--- src/rtl/cfs_md_packer.sv ---
// MD byte packer: gathers the valid bytes of sparse MD transfers into a
// full-width accumulator and emits packed words (or a partial word on flush)
// through a small output FIFO. Illegal transfers are flagged and counted.
module cfs_md_packer #(
   parameter int DATA_WIDTH    = 32,
   parameter int FIFO_DEPTH    = 4,
   parameter int ERR_CNT_WIDTH = 16,
   localparam int BYTES        = DATA_WIDTH / 8,
   localparam int OFFSET_WIDTH = (BYTES > 1) ? $clog2(BYTES) : 1,
   localparam int SIZE_WIDTH   = $clog2(BYTES) + 1
) (
   input  logic                     clk,
   input  logic                     reset,
   input  logic                     in_valid,
   input  logic [DATA_WIDTH-1:0]    in_data,
   input  logic [OFFSET_WIDTH-1:0]  in_offset,
   input  logic [SIZE_WIDTH-1:0]    in_size,
   output logic                     in_ready,
   output logic                     in_err,
   input  logic                     flush,
   output logic                     out_valid,
   output logic [DATA_WIDTH-1:0]    out_data,
   output logic [OFFSET_WIDTH-1:0]  out_offset,
   output logic [SIZE_WIDTH-1:0]    out_size,
   input  logic                     out_ready,
   output logic [SIZE_WIDTH-1:0]    fill_bytes,
   output logic [ERR_CNT_WIDTH-1:0] err_cnt
);

   localparam int PTR_WIDTH = (FIFO_DEPTH > 1) ? $clog2(FIFO_DEPTH) : 1;
   localparam int CNT_WIDTH = $clog2(FIFO_DEPTH + 1);
   localparam logic [SIZE_WIDTH:0]    BYTES_X  = (SIZE_WIDTH + 1)'(BYTES);
   localparam logic [SIZE_WIDTH-1:0]  BYTES_S  = SIZE_WIDTH'(BYTES);
   localparam logic [CNT_WIDTH-1:0]   DEPTH_C  = CNT_WIDTH'(FIFO_DEPTH);
   localparam logic [PTR_WIDTH-1:0]   LAST_PTR = PTR_WIDTH'(FIFO_DEPTH - 1);

   if ((DATA_WIDTH < 8) || ((DATA_WIDTH & (DATA_WIDTH - 1)) != 0)) begin : g_bad_width
      $error("cfs_md_packer: DATA_WIDTH must be a power of two and >= 8");
   end
   if (FIFO_DEPTH < 2) begin : g_bad_depth
      $error("cfs_md_packer: FIFO_DEPTH must be >= 2");
   end

   logic [DATA_WIDTH-1:0]    acc;
   logic [SIZE_WIDTH-1:0]    fill;
   logic                     flush_pending;
   logic [ERR_CNT_WIDTH-1:0] err_count;

   logic [DATA_WIDTH-1:0]    fifo_data [FIFO_DEPTH];
   logic [SIZE_WIDTH-1:0]    fifo_size [FIFO_DEPTH];
   logic [PTR_WIDTH-1:0]     rd_ptr;
   logic [PTR_WIDTH-1:0]     wr_ptr;
   logic [CNT_WIDTH-1:0]     count;

   logic                     fifo_full;
   logic                     accept;
   logic                     illegal;
   logic                     legal;
   logic [SIZE_WIDTH:0]      span;
   logic [SIZE_WIDTH:0]      total;
   logic [SIZE_WIDTH:0]      remain;
   logic                     wraps;
   logic [DATA_WIDTH-1:0]    sel_mask;
   logic [DATA_WIDTH-1:0]    sel_bytes;
   logic [2*DATA_WIDTH-1:0]  merged;
   logic                     flush_exec;
   logic                     push;
   logic                     pop;
   logic [DATA_WIDTH-1:0]    push_data;
   logic [SIZE_WIDTH-1:0]    push_size;

   // Handshake, legality check, byte extraction and merge into the accumulator.
   always_comb begin
      fifo_full  = (count == DEPTH_C);
      in_ready   = !reset && !fifo_full && !flush_pending;
      accept     = in_valid && in_ready;
      span       = {1'b0, in_size} + (SIZE_WIDTH + 1)'(in_offset);
      illegal    = (in_size == '0) || (span > BYTES_X);
      in_err     = accept && illegal;
      legal      = accept && !illegal;

      sel_mask = '0;
      for (int unsigned i = 0; i < BYTES; i++) begin
         if (i < 32'(in_size)) sel_mask[8*i +: 8] = '1;
      end
      sel_bytes = (in_data >> {in_offset, 3'b000}) & sel_mask;
      // Upper half of merged holds the bytes that spill past a full word.
      merged    = {{DATA_WIDTH{1'b0}}, acc} | ({{DATA_WIDTH{1'b0}}, sel_bytes} << {fill, 3'b000});
      total     = {1'b0, fill} + {1'b0, in_size};
      remain    = total - BYTES_X;
      wraps     = (total >= BYTES_X);

      // A pending flush keeps in_ready low, so it never coincides with an accept.
      flush_exec = flush_pending && !fifo_full;
      push       = (legal && wraps) || (flush_exec && (fill != '0));
      push_data  = flush_exec ? acc  : merged[DATA_WIDTH-1:0];
      push_size  = flush_exec ? fill : BYTES_S;
      pop        = (count != '0) && out_ready;

      out_valid  = (count != '0);
      out_data   = out_valid ? fifo_data[rd_ptr] : '0;
      out_size   = out_valid ? fifo_size[rd_ptr] : '0;
      out_offset = '0;
      fill_bytes = fill;
      err_cnt    = err_count;
   end

   // Accumulator, flush request and saturating error counter.
   always_ff @(posedge clk) begin
      if (reset) begin
         acc           <= '0;
         fill          <= '0;
         flush_pending <= 1'b0;
         err_count     <= '0;
      end else begin
         if (legal) begin
            if (wraps) begin
               acc  <= merged[2*DATA_WIDTH-1:DATA_WIDTH];
               fill <= remain[SIZE_WIDTH-1:0];
            end else begin
               acc  <= merged[DATA_WIDTH-1:0];
               fill <= total[SIZE_WIDTH-1:0];
            end
         end else if (flush_exec) begin
            acc  <= '0;
            fill <= '0;
         end
         if (flush_exec)  flush_pending <= 1'b0;
         else if (flush)  flush_pending <= 1'b1;
         if (in_err && (err_count != '1)) err_count <= err_count + ERR_CNT_WIDTH'(1);
      end
   end

   // FIFO storage; entries need no reset because count gates visibility.
   always_ff @(posedge clk) begin
      if (push) begin
         fifo_data[wr_ptr] <= push_data;
         fifo_size[wr_ptr] <= push_size;
      end
   end

   // FIFO pointers and occupancy.
   always_ff @(posedge clk) begin
      if (reset) begin
         rd_ptr <= '0;
         wr_ptr <= '0;
         count  <= '0;
      end else begin
         if (push) wr_ptr <= (wr_ptr == LAST_PTR) ? '0 : wr_ptr + PTR_WIDTH'(1);
         if (pop)  rd_ptr <= (rd_ptr == LAST_PTR) ? '0 : rd_ptr + PTR_WIDTH'(1);
         case ({push, pop})
            2'b10:   count <= count + CNT_WIDTH'(1);
            2'b01:   count <= count - CNT_WIDTH'(1);
            default: count <= count;
         endcase
      end
   end

endmodule

--- config.mk ---
export PLATFORM = sky130hd
export DESIGN_NAME = cfs_md_packer
export DESIGN_NICKNAME = d
export VERILOG_FILES = /design/src/rtl/cfs_md_packer.sv
export SDC_FILE = /design/constraint.sdc
export NUM_CORES = 1
export LEC_CHECK = 0
export ABC_AREA = 1
export CAP_MARGIN = 20
export CORE_MARGIN = 3
export CORE_UTILIZATION = 54
export CTS_CLUSTER_SIZE = 28
export DETAILED_ROUTE_END_ITERATION = 16
export DONT_BUFFER_PORTS = 1
export PLACE_DENSITY = 0.77
export SLEW_MARGIN = 40
export SYNTH_ARGS = -nofsm -noshare
export SYNTH_HDL_FRONTEND = slang
export SYNTH_SLANG_ARGS = --single-unit
--- constraint.sdc ---
create_clock -name clk -period 4 [get_ports clk]
set_input_delay 0.6 -clock clk [delete_from_list [all_inputs] [get_ports clk]]
set_output_delay 0.6 -clock clk [all_outputs]
set_load 0.005 [all_outputs]
==> impl_metrics.yaml, run 1 <==
critical_path:
  r2r_start: "fill_bytes[0]"
  regToRegSetupSlack_ns: 1.02
  start_kind: "flip-flop"
  endpoint_kind: "flip-flop"
  reg2reg_depth: 7
  r2r_end: "fifo_data[1][27]"
  cp.arrival_ns: 3.21
  crit_required_ns: 4.24
  critical_path_peak_fanout: 52
  worstSetupPathType: "flip-flop to flip-flop"
placed_design:
  pre_cts_ws_ns: 0.825
  placed_area_um2: 10800
  gp_congestion: 0.938
  hpwlAfterDp_um: 16900
  port_buffers: 0
layout:
  stdcell_area_um2: 11600
  drive_gt1_share_pct: 7.66
  n_antenna_cell: 0
  area_delta_synth_final_pct: 8.28
  nNetsFinal: 1333
power_and_ir_drop:
  p_sw_share_pct: 32.2
  irDropWorstVdd_mv: 0.401
  power_frac_seq_pct: 40.2
  intPower_mw: 3.96
  power_frac_comb_pct: 23.9
  clock_power_share_pct: 35.9
  power.leakage_nw: 4.29
  p_total_mw: 5.84
  power.density_nw_per_um2: 504
  power_switching_mw: 1.88
clock_tree:
  clock_latency_ns: 0.51
  root_buffer: "clkbuf_16"
  cts_buffers: 22
  clock-sinks: 201
  cts_resized: 0
  cts_htree_levels: 1
  hold_buffers: 0
  cts_tree: "yes"
  clk_pin_slew_ns: 0.06
  cts.path.max_buffers: 3
  postCtsSetupBuffers: 0
yosys:
  ys_dominant_reg_cell: "edfxtp_1"
  netlist_instances: 1307
  synth_edf_count: 140
  yosysWarningCount: 0
  async_flop_share_pct: 0
  synth.cell_area_um2: 10700
  ys_types: 45
  avgSynthCellArea_um2: 8.19
  yosys.cell_count.top_type: "nand2_1"
  yosysTopAreaCell: "edfxtp_1"
  synthTopCellsByArea: "edfxtp_1 39%, dfxtp_1 11%, nand2_1 9.5%"
  seq_area_frac_synth_pct: 50.7
  synthTopCellsByCount: "272 x nand2_1, 219 x nor2_1, 140 x edfxtp_1, 131 x o21ai_0, 102 x a21oi_1"
  synth_seq_cells: 201
  synth_top_area_share_pct: 39.3
flow_run:
  cap_violations: 0
sta:
  fmaxAchievable_mhz: 336
  fin_crit_ns: 2.98
  setup_viol: 0
  hold_viol_final: 0
  period_share_pct: 74.5
  whs_ns: 0.150
  drv_slew: 0
  worst_pin_slew_ns: 0.863
  setup_ws_ns: 1.02
  rsz0062_at_grt: "no"
  max_slew_margin_pct: 41.8
  tns_ns: 0
  skew_ns: 0.0122
hold_path:
  hp-start: "reset"
  hold_path.class: "input port to flip-flop"
  holdPathEnd: "err_cnt[13]"
  holdPathStages: 1
routing:
  routed-wl-met2_um: 11400
  routed_wl_um: 25800
  drtPass1Iterations: 6
  drc_errors: 0
  drt_iter0_markers: 798
  vias_per_cell: 5.67
  vias: 8802
  detail_route.wirelength.met1_um: 11300
  postRouteAntennaNets: 0
  wl_met3_um: 2520
  highest_layer: "met4"
  drt-wirelength-per-cell_um: 16.7
die:
  die_w_um: 147
  start_util_pct: 56.1
  die_y_um: 147
  dieArea_um2: 21500
  ioPinCount: 101
  core_um2: 19100
  num_rows: 50
global_route:
  grt_max_degree: 71
  first_global_vias: 8171
  gr-usage-all-layers_pct: 23.5
  grt_overflow: 0
  antenna_found_initial: 0
  grt_first_pass_wirelength_um: 41700
run_status:
  outcome: "complete, no violations"
==> how the worst max path moves through the flow <==
stage	startpoint	end	slack [ns]	depth (start not counted)
after CTS	fill_bytes[1]	count[2]	1.10	13
after global placement	in_offset[0]	count[2]	0.86	15
final	fill_bytes[0]	fifo_data[1][27]	1.02	7
after detailed placement	in_offset[0]	count[2]	0.82	15
after floorplan	in_offset[0]	fifo_data[0][0]	0.08	10
after global routing	fill_bytes[1]	count[2]	0.70	13
==> layer usage <==
layer  vias up  GRT usage [%]
li1       4326              -
met1      4034           33.4
met2       384           36.3
met3        58           5.00
met4         0           7.62
met5         -              0
==> stage by stage <==
stage	std cells	util [%]
after global routing	1552	60.7
after detailed placement	1512	56.8
after global placement	1512	56.8
after floorplan	1308	-
final	1552	60.7
after CTS	1552	60.7
==> critical path, stage by stage, from the launching register on <==
cell      delay, ns
dfxtp_1        0.33
buf_4          0.43
clkinv_1       0.68
nand2_1        0.29
nand2_1        0.10
o21ai_1        0.28
nand2_1        0.13
o21bai_1       0.45
==> cell usage in the layout (no fill, tap or decap), drive strengths merged, types with 12 or more instances in the layout <==
cell,count
dfxtp,61
ha,12
buf,16
o21ai,153
a21oi,103
nand3,90
nor3,14
inv,88
nand2,277
o211ai,24
nor2,231
clkinv,12
edfxtp,140
clkbuf,26
==> cell type report <==
class | instances | area [µm²]
Inverter | 91 | 348
Tap cell | 260 | 325
Sequential cell | 201 | 5430
Multi-Input combinational cell | 944 | 4600
Clock buffer | 26 | 566
Fill cell | 1612 | 7500
Timing Repair Buffer | 16 | 133
Clock inverter | 14 | 183
==> power by group through the flow <==
stage | clock [mW] | sequential [mW] | combinational (mW)
6_report | 2.09 | 2.35 | 1.39
5_1_grt | 2.20 | 2.35 | 1.57
3_3_place_gp | 0 | 2.39 | 1.36
2_1_floorplan | 0 | 2.38 | 1.03
4_1_cts | 2.12 | 2.35 | 1.40
3_5_place_dp | 0 | 2.39 | 1.39
==> sequential cells by signal, summed over array words and instances (netlist names), named ones only <==
register / flops
fifo_data: 128
acc: 32
err_cnt: 16
fifo_size: 12
count: 3
fill_bytes: 3
rd_ptr: 2
wr_ptr: 2
flush_pending: 1
==> cell families (layout without fill, tap and decap cells) <==
logic type               Yosys count  after routing  share of synthesized area, %
flip-flops                       201            201                          50.7
AND/OR/NAND/NOR                  625            625                          25.2
other                              1              2                        0.0350
AO/OA/AOI/OAI                    294            294                          14.9
XOR/XNOR                           8              8                         0.655
adder cells (fa/ha/maj)           15             15                          1.96
buffers and inverters            163            147                          6.54
Power figures use the tool's default switching activity.
==> run 2: changes to the inputs <==
--- a/config.mk
+++ b/config.mk
@@ -12,7 +12,7 @@
 export CTS_CLUSTER_SIZE = 28
 export DETAILED_ROUTE_END_ITERATION = 16
 export DONT_BUFFER_PORTS = 1
-export PLACE_DENSITY = 0.77
+export PLACE_DENSITY = 0.74
 export SLEW_MARGIN = 40
 export SYNTH_ARGS = -nofsm -noshare
 export SYNTH_HDL_FRONTEND = slang
==> constraint.sdc (replaced) <==
create_clock -name clk -period 3.1 [get_ports clk]
set_input_delay 0.465 -clock clk [delete_from_list [all_inputs] [get_ports clk]]
set_output_delay 0.465 -clock clk [all_outputs]
set_load 0.005 [all_outputs]
==> run 2 against run 1 <==
Against the previous run:
- sequential share of layout area is 0.19 points lower
- clock skew fell by 0.0053 ns
- flip-flop and latch count unchanged
- non-clock buffer count increased by 9
- cell count rose by 0.45%
- core utilization grew 0.24 points
- critical endpoint is now count[2]
- combinational power up 31%
- register-to-register slack worse by 0.56 ns
- largest power group unchanged
- global-route usage decreased by 0.081 points
==> impl_metrics.yaml, run 2 (synthesized netlist as in run 1, its figures left out) <==
clock_tree:
  clock_latency_ns: 0.51
  cts_resized: 0
  hold_buffers: 0
  postCtsSetupBuffers: 0
  cts_tree: "yes"
  root_buffer: "clkbuf_16"
  clock-sinks: 201
  clk_pin_slew_ns: 0.06
  cts.path.max_buffers: 3
  cts_buffers: 22
  cts_htree_levels: 1
die:
  start_util_pct: 56.1
  num_rows: 50
  die_w_um: 147
  dieArea_um2: 21500
  ioPinCount: 101
  die_y_um: 147
  core_um2: 19100
sta:
  hold_viol_final: 0
  fin_crit_ns: 2.64
  fmaxAchievable_mhz: 379
  worst_pin_slew_ns: 0.775
  skew_ns: 0.00687
  tns_ns: 0
  drv_slew: 0
  rsz0062_at_grt: "no"
  setup_viol: 0
  whs_ns: 0.0199
  max_slew_margin_pct: 48.3
  period_share_pct: 85.1
layout:
  n_antenna_cell: 0
  top_register: "fifo_data"
  final_cell_mix: "272 x nand2_1, 215 x nor2_1, 140 x edfxtp_1, 131 x o21ai_0, 102 x a21oi_1"
  layout_commonest_cell: "nand2_1"
  nNetsFinal: 1342
  num-fill-cells: 1649
  largest_reg_flops: 128
  multiInputGateArea_um2: 4600
  area_delta_synth_final_pct: 8.71
  drive_gt1_share_pct: 8.39
  final_util_pct: 61.0
  instances_no_fill: 1559
  area.sequential_um2: 5430
global_route:
  grt_max_degree: 71
  first_global_vias: 8021
  gr-usage-all-layers_pct: 23.4
  grt_use_met3_pct: 4.57
  grtUsageMet2_pct: 36.1
  met1_usage_pct: 34.1
  grt_first_pass_wirelength_um: 41300
  grt_overflow: 0
  busiest_layer: "met2"
  antenna_found_initial: 0
placed_design:
  dp.cells: 1521
  gp_congestion: 0.932
  hpwlAfterDp_um: 17100
  port_buffers: 0
power_and_ir_drop:
  power.density_nw_per_um2: 631
  power.leakage_nw: 4.32
  irDropWorstVdd_mv: 0.387
hold_path:
  holdPathEnd: "err_cnt[8]"
  hold_path.class: "input port to flip-flop"
  hp-start: "reset"
  holdPathStages: 1
critical_path:
  endpoint_kind: "flip-flop"
  crit_required_ns: 3.49
  worstSetupPathType: "flip-flop to flip-flop"
  regToRegSetupSlack_ns: 0.46
  reg2reg_depth: 15
  r2r_start: "fill_bytes[0]"
  start_kind: "flip-flop"
  r2r_end: "count[2]"
  critical_path_peak_fanout: 3
  cp.arrival_ns: 3.03
routing:
  vias: 8779
  vias_per_cell: 5.63
  drt-wirelength-per-cell_um: 16.7
  drtPass1Iterations: 6
  drc_errors: 0
  drt_iter0_markers: 840
  postRouteAntennaNets: 0
  routed_wl_um: 26100
flow_run:
  cap_violations: 0
run_status:
  outcome: "complete, no violations"
run 2: cell types whose count changed in the layout (fill, tap and decap cells not counted):
cell       previous run  this run
clkbuf_1              4         1
buf_4                15        21
clkbuf_8              0         3
bufinv_16             4         1
clkbuf_2              0         1
clkinv_2              4         5
inv_6                 2         1
buf_12                1         4
run 2: worst max path at each step:
stage                                  to           from  depth (start not counted)
after floorplan           fifo_data[0][0]   in_offset[0]                         10
after CTS                        count[2]  fill_bytes[0]                         15
after global routing             count[2]  fill_bytes[0]                         15
after detailed placement         count[2]   in_offset[0]                         15
after global placement           count[2]   in_offset[0]                         15
final                            count[2]  fill_bytes[0]                         15
run 2: layout make-up:
class	count	share of cell area, %
Multi-Input combinational cell	944	39.6
Clock inverter	11	0.775
Clock buffer	27	5.16
Timing Repair Buffer	25	2.04
Sequential cell	201	46.7
Tap cell	260	2.80
Inverter	91	2.98
run 2: critical path, cell delays in order, from the launching register on:
cell and delay [ns]:
dfxtp_1 0.31, ha_1 0.21, fa_1 0.39, xor2_1 0.20, nor2_4 0.13, inv_2 0.04, nand2_1 0.07, nand2_1 0.09
inv_2 0.07, ha_1 0.13, inv_1 0.06, fa_1 0.38, a21oi_1 0.14, o21ai_0 0.11, o21ai_0 0.15, a21oi_1 0.05
run 2: metal layers:
layer / wire (µm) / share of wire (%) / vias to the layer above
met5: 0 / 0 / -
met4: 648 / 2.5 / 0
met1: 11500 / 44 / 4024
met2: 11600 / 44 / 359
met3: 2360 / 9.0 / 50
li1: - / - / 4346
run 2: stage by stage:
| stage | cell area (µm²) | total power [mW] | worst slack, ns |
|---|---|---|---|
| after floorplan | 10700 | 4.40 | -0.112 |
| after global routing | 11600 | 7.69 | 0.198 |
| after detailed placement | 10900 | 4.90 | 0.271 |
| final | 11600 | 7.33 | 0.461 |
| after CTS | 11600 | 7.37 | 0.446 |
| after global placement | 10900 | 4.85 | 0.302 |
run 2: report_power, final:
group | switching (mW) | total [mW] | internal (mW)
registers | 0.0491 | 3.03 | 2.98
logic | 1.33 | 1.82 | 0.484
clock network | 1.03 | 2.49 | 1.46
total | 2.41 | 7.33 | 4.92
==> run 3: changes to the inputs <==
--- a/config.mk
+++ b/config.mk
@@ -12,7 +12,7 @@
 export CTS_CLUSTER_SIZE = 28
 export DETAILED_ROUTE_END_ITERATION = 16
 export DONT_BUFFER_PORTS = 1
-export PLACE_DENSITY = 0.74
+export PLACE_DENSITY = 0.8
 export SLEW_MARGIN = 40
 export SYNTH_ARGS = -nofsm -noshare
 export SYNTH_HDL_FRONTEND = slang
==> run 3 against run 2 <==
Against the previous run:
- wire length up 0.81%
- worst hold slack worse by 0.0013 ns
- clock skew up 0.015 ns
- global-route usage up 0.50 points
- register-to-register slack worse by 0.05 ns
- flip-flop and latch count unchanged
- power down 0.15%
- sequential share of layout area up 0.061 points
- design area down 0.13%
- critical path depth unchanged
==> impl_metrics.yaml, run 3 (synthesized netlist as in run 1, its figures left out) <==
routing:
  drc_errors: 0
  postRouteAntennaNets: 0
  drt_iter0_markers: 899
  vias_per_cell: 5.64
  drt-wirelength-per-cell_um: 16.9
  routed_wl_um: 26300
  drtPass1Iterations: 6
  vias: 8800
layout:
  layout_commonest_cell: "nand2_1"
  largest_reg_flops: 128
  num-fill-cells: 1629
  nNetsFinal: 1341
  area_delta_synth_final_pct: 8.57
  final_cell_mix: "272 x nand2_1, 215 x nor2_1, 140 x edfxtp_1, 131 x o21ai_0, 102 x a21oi_1"
  top_register: "fifo_data"
  final_util_pct: 60.9
  n_antenna_cell: 0
  drive_gt1_share_pct: 8.16
sta:
  fin_crit_ns: 2.68
  worst_pin_slew_ns: 0.757
  skew_ns: 0.0224
  hold_viol_final: 0
  period_share_pct: 86.6
  drv_slew: 0
  max_slew_margin_pct: 49.0
  tns_ns: 0
  rsz0062_at_grt: "no"
  fmaxAchievable_mhz: 373
  whs_ns: 0.0186
  setup_viol: 0
die:
  num_rows: 50
  dieArea_um2: 21500
  start_util_pct: 56.1
  core_um2: 19100
  die_y_um: 147
  ioPinCount: 101
  die_w_um: 147
placed_design:
  hpwlAfterDp_um: 17300
  port_buffers: 0
  gp_congestion: 0.959
global_route:
  gr-usage-all-layers_pct: 24.0
  grt_max_degree: 71
  antenna_found_initial: 0
  first_global_vias: 8292
  grt_first_pass_wirelength_um: 42200
  grt_overflow: 0
run_status:
  outcome: "complete, no violations"
clock_tree:
  clock-sinks: 201
  cts_tree: "yes"
  postCtsSetupBuffers: 0
  cts_resized: 0
  cts.path.max_buffers: 3
  hold_buffers: 1
  clk_pin_slew_ns: 0.06
  cts_htree_levels: 1
  root_buffer: "clkbuf_16"
  clock_latency_ns: 0.51
  cts_buffers: 21
critical_path:
  cp.arrival_ns: 3.08
  regToRegSetupSlack_ns: 0.42
  worstSetupPathType: "flip-flop to flip-flop"
  endpoint_kind: "flip-flop"
  start_kind: "flip-flop"
  critical_path_peak_fanout: 3
  crit_required_ns: 3.49
power_and_ir_drop:
  irDropWorstVdd_mv: 0.403
  power.leakage_nw: 4.29
  power.density_nw_per_um2: 630
flow_run:
  cap_violations: 0
hold_path:
  hold_path.class: "input port to flip-flop"
run 3: changes by cell type in the layout (fill, tap and decap cells not counted), sizes merged:
cell | before | now
clkbuf | 27 | 24
clkinv | 13 | 10
clkinvlp | 1 | 4
inv | 87 | 89
buf | 25 | 24
bufinv | 1 | 2
dlygate4sd3 | 0 | 1
run 3: worst max-delay path, cell delays in order (launching register included):
cell and delay, ns:
dfxtp_1 0.31, ha_1 0.20, fa_1 0.40, xor2_1 0.20, nor2_4 0.14, inv_2 0.04, nand2_1 0.06, nand2_1 0.09
inv_2 0.07, ha_1 0.14, inv_1 0.07, fa_1 0.39, a21oi_1 0.14, o21ai_0 0.11, o21ai_0 0.16, a21oi_1 0.06
run 3: path summary, 6_finish.rpt:
| path | from | end | cells past startpoint |
|---|---|---|---|
| hold reg to reg | acc[8] | acc[8] | 2 |
| hold / removal | reset | err_cnt[8] | 1 |
| setup / recovery | fill_bytes[0] | count[2] | 15 |
| setup reg to reg | fill_bytes[0] | count[2] | 15 |
run 3: metrics by stage:
stage / instance area, µm² / setup slack (ns) / power (mW) / std cells
2_1_floorplan: 10700 / -0.112 / 4.40 / 1308
3_3_place_gp: 10900 / 0.296 / 4.86 / 1520
3_5_place_dp: 10900 / 0.250 / 4.90 / 1520
4_1_cts: 11600 / 0.407 / 7.37 / 1559
5_1_grt: 11600 / 0.250 / 7.70 / 1559
6_report: 11600 / 0.415 / 7.32 / 1559
run 3: cell type report:
type | instances | area (µm²) | area share, %
timing repair buffer | 25 | 240 | 2.07
inverter | 91 | 347 | 2.98
multi-input combinational | 944 | 4600 | 39.6
sequential | 201 | 5430 | 46.7
clock inverter | 14 | 141 | 1.22
tap | 260 | 325 | 2.80
clock buffer | 24 | 537 | 4.62
run 3: routing by layer:
layer  up-vias  track usage, %  part of all wire [%]
met5         -               0                     0
met4         0            7.06                   2.5
met3        56            4.75                    10
met2       404            37.6                    45
met1      3996            34.0                    42
li1       4344               -                     -
run 3: where the power goes:
group	internal (mW)	switching, mW	leakage (nW)
combinational	0.491	1.33	2.22
sequential	2.98	0.0526	1.75
clock	1.43	1.04	0.317
total	4.90	2.43	4.29
==> variant 1, RTL diff (settings of run 2) <==
Reset style: asynchronous (`reset`), changed in 2 clocked blocks.
--- a/src/rtl/cfs_md_packer.sv
+++ b/src/rtl/cfs_md_packer.sv
@@ -107,5 +107,5 @@
 
    // Accumulator, flush request and saturating error counter.
-   always_ff @(posedge clk) begin
+   always_ff @(posedge clk or posedge reset) begin
       if (reset) begin
          acc           <= '0;
@@ -141,5 +141,5 @@
 
    // FIFO pointers and occupancy.
-   always_ff @(posedge clk) begin
+   always_ff @(posedge clk or posedge reset) begin
       if (reset) begin
          rd_ptr <= '0;
Function: differs if reset is asserted again (counterexample within 4 cycles, from zero or initial values and one cycle with reset high); with reset held inactive, the same outputs for 4 cycles.
==> variant 1 against run 2 <==
- design area fell by 0.74%
- synthesized area grew 0.19%
- highest routed layer unchanged
- sequential cell count shrank 2
- worst setup slack lost 0.031 ns
- critical path type unchanged
- die area grew 0.18%
- combinational power is 97% higher
- routed wire length down 1.6%
- non-clock buffer count up 3
- largest power group unchanged
- power grew 27%
==> variant 1: results (changes against run 2) <==
largest net degree at the start of global routing - 73 (was 71)
vias in the first global route - 7636 (was 8021)
CP max stage cell - dfrtp_1 (was fa_1)
met2 usage - 0.354 (was 0.361)
DR iter-0 viols - 910 (was 840)
clock skew - 0.00939 ns (was 0.00687 ns)
post-route non-filler standard cell count - 1521 (was 1559)
DP Worst Slack - 0.257 ns (was 0.271 ns)
Detail Placement HPWL - 17.5 mm (was 17.1 mm)
Pleak - 0.00468 uW (was 0.00432 uW)
Async SR Flop Fraction - 0.296 (was 0)
Placement Cell Area - 0.0110 mm2 (was 0.0109 mm2)
first-pass GRT wire length - 41.6 mm (was 41.3 mm)
top post-synthesis cells by area - edfxtp_1 39%, dfrtp_1 14%, nand2_1 9.7% (was edfxtp_1 39%, dfxtp_1 11%, nand2_1 9.5%)
Post-Syn Instances - 1270 (was 1307)
Clk Latency, worst-skew pair - 0.43 ns (was 0.51 ns)
CTS max path bufs - 2 (was 3)
status - finished clean (unchanged)
Tmin final - 2.67 ns (was 2.64 ns)
Fillers - 1666 (was 1649)
switch share - 0.405 (was 0.329)
register area share after synthesis - 0.530 (was 0.507)
share of layout cells above drive strength 1 - 0.0730 (was 0.0839)
drt wl/cell - 16.9 um (was 16.7 um)
worst slew pin tran - 0.794 ns (was 0.775 ns)
total CTS buffers - 17 (was 22)
H-tree Lvls - 4 (was 1)
==> variant 1: path summary, 6_finish.rpt <==
check,start,endpoint,slack [ns],cells after the start
setup / recovery,fill_bytes[0]$_DFFE_PP0P_,count[2]$_DFFE_PP0P_,0.43,12
hold / removal,flush,flush_pending$_DFFE_PP0P_,0.18,2
setup reg to reg,fill_bytes[0]$_DFFE_PP0P_,count[2]$_DFFE_PP0P_,0.43,12
hold reg to reg,acc[31]$_DFFE_PP0P_,acc[31]$_DFFE_PP0P_,0.48,2
max in group asynchronous,reset,acc[21]$_DFFE_PP0P_,1.92,3
min in group asynchronous,reset,err_cnt[9]$_DFFE_PP0P_,0.55,2
==> variant 1: timing repair <==
action,CTS,global route
hold endpoints to repair,0,10
hold buffers,0,1
endpoints found under the setup margin,0,0
==> variant 1: power groups by stage <==
stage,clock (uW),sequential (uW),combinational (uW)
final,2120,3650,3580
after global routing,2270,3680,4010
after CTS,2140,3650,3580
after detailed placement,0,3700,3560
after global placement,0,3700,3500
after floorplan,0,3640,2570
==> variant 1: cells by family (layout without fill, tap and decap cells) <==
| family | count (synthesis) | after routing | synth area share |
|---|---|---|---|
| XOR/XNOR | 17 | 17 | 0.0139 |
| other | 1 | 2 | 0.000350 |
| adder cells (fa/ha/maj) | 15 | 15 | 0.0196 |
| buffers and inverters | 146 | 136 | 0.0600 |
| flip-flops | 199 | 199 | 0.530 |
| AO/OA/AOI/OAI | 220 | 220 | 0.108 |
| AND/OR/NAND/NOR | 672 | 672 | 0.268 |
==> variant 1: layout make-up <==
class                           count  share of cell area
Multi-Input combinational cell    926               0.383
Clock inverter                     14              0.0118
Timing Repair Buffer               28              0.0228
Sequential cell                   199               0.492
Clock buffer                       18              0.0372
Inverter                           76              0.0253
Tap cell                          260              0.0282
==> variant 1: stage by stage <==
step	utilization	power (uW)	TNS, ns
floorplan	-	6210	-71.65
global placement	0.575	7200	0
detailed placement	0.575	7260	0
CTS	0.604	9370	0
global route	0.605	9960	0
finish	0.605	9340	0
==> variant 1: routing by layer <==
metal  vias up  part of all wire
li1       4233                 -
met4         0             0.012
met2       355              0.44
met3        27             0.082
met5         -                 0
met1      4089              0.46
==> variant 2, RTL diff (flow settings as in run 2) <==
Without the edit above. The parameter `ERR_CNT_WIDTH` goes from 16 to 32.
--- a/src/rtl/cfs_md_packer.sv
+++ b/src/rtl/cfs_md_packer.sv
@@ -5,5 +5,5 @@
    parameter int DATA_WIDTH    = 32,
    parameter int FIFO_DEPTH    = 4,
-   parameter int ERR_CNT_WIDTH = 16,
+   parameter int ERR_CNT_WIDTH = 32,
    localparam int BYTES        = DATA_WIDTH / 8,
    localparam int OFFSET_WIDTH = (BYTES > 1) ? $clog2(BYTES) : 1,
Interface: changed (resized err_cnt); port bits go from 101 to 117. The function was not compared with the original's and may differ.
==> variant 2 against run 2 <==
- sequential cell count up 16
- hold slack better by 0.0050 ns
- design area up 12%
- via count up 19%
- routed wire length up 19%
- synthesized area up 14%
- final cell count up 16%
- sequential share of layout area down 2.7 points
- worst setup slack worse by 0.17 ns
- sequential power up 7.3%
- die area up 13%
- critical path depth up 1
- maximum frequency down 6.2%
- power up 6.9%
- critical path type unchanged
==> variant 2: results (changes against run 2) <==
vias in the first global route - 9532 (was 8021)
DR iter-0 viols - 1010 (was 840)
Max IR drop VDD - 596 uV (was 387 uV)
Post-Syn Instances - 1555 (was 1307)
Tot GR Track Use - 0.251 (was 0.234)
Reg2Reg Depth - 16 (was 15)
vias - 10400 (was 8779)
Synth Area in XOR/XNOR - 0.0209 (was 0.00655)
clock skew - 0.0113 ns (was 0.00687 ns)
share of layout cells above drive strength 1 - 0.0868 (was 0.0839)
Total Wirelength - 31.2 mm (was 26.1 mm)
drt wl/cell - 17.2 um (was 16.7 um)
M1 GR Usage - 0.360 (was 0.341)
met2 usage - 0.383 (was 0.361)
# placed instances - 1768 (was 1521)
status - finished clean (unchanged)
Detail Placement HPWL - 20.7 mm (was 17.1 mm)
met3 usage - 0.0577 (was 0.0457)
Post-Synth Adder-Cell Area - 0.0173 (was 0.0196)
routed length on met2 - 13.5 mm (was 11.6 mm)
Fillers - 1936 (was 1649)
top post-synthesis cells by area - edfxtp_1 35%, nand2_1 13%, dfxtp_1 13% (was edfxtp_1 39%, dfxtp_1 11%, nand2_1 9.5%)
M1 wire length - 13.8 mm (was 11.5 mm)
most instantiated cells after synthesis - 419 x nand2_1, 231 x nor2_1, 176 x nand3_1, 140 x edfxtp_1, 92 x o21ai_0 (was 272 x nand2_1, 219 x nor2_1, 140 x edfxtp_1, 131 x o21ai_0, 102 x a21oi_1)
worst slew pin tran - 0.749 ns (was 0.775 ns)
Critical Path AT - 3.22 ns (was 3.03 ns)
drt pass-1 iters - 5 (was 6)
[variant 2: timing repair]
item                                   4_1_cts  5_1_grt
endpoints found under the hold margin       13        0
setup buffers                                0        0
hold buffers                                 4        0
setup endpoints to repair                    0        0
[variant 2: area by class of cell]
| class | count | share of cell area |
|---|---|---|
| tap | 280 | 0.0268 |
| timing repair buffer | 29 | 0.0209 |
| clock buffer | 26 | 0.0449 |
| multi-input combinational | 1177 | 0.436 |
| clock inverter | 15 | 0.0113 |
| inverter | 69 | 0.0202 |
| sequential | 217 | 0.440 |
[variant 2: through the flow]
step	hold WS, ns	setup TNS (ns)	worst slack (ns)	area [um2]
after global placement	0.447	0	0.167	12300
after floorplan	0.439	-16.66	-0.119	12200
after global routing	0.00723	0	0.0865	13100
after CTS	0.00147	0	0.307	13100
final	0.0248	0	0.286	13100
after detailed placement	0.451	0	0.153	12300
[variant 2: power breakdown]
group          switching [uW]  total (uW)  internal, uW
registers                56.4        3250          3190
logic                    1400        1910           508
clock network            1140        2690          1540
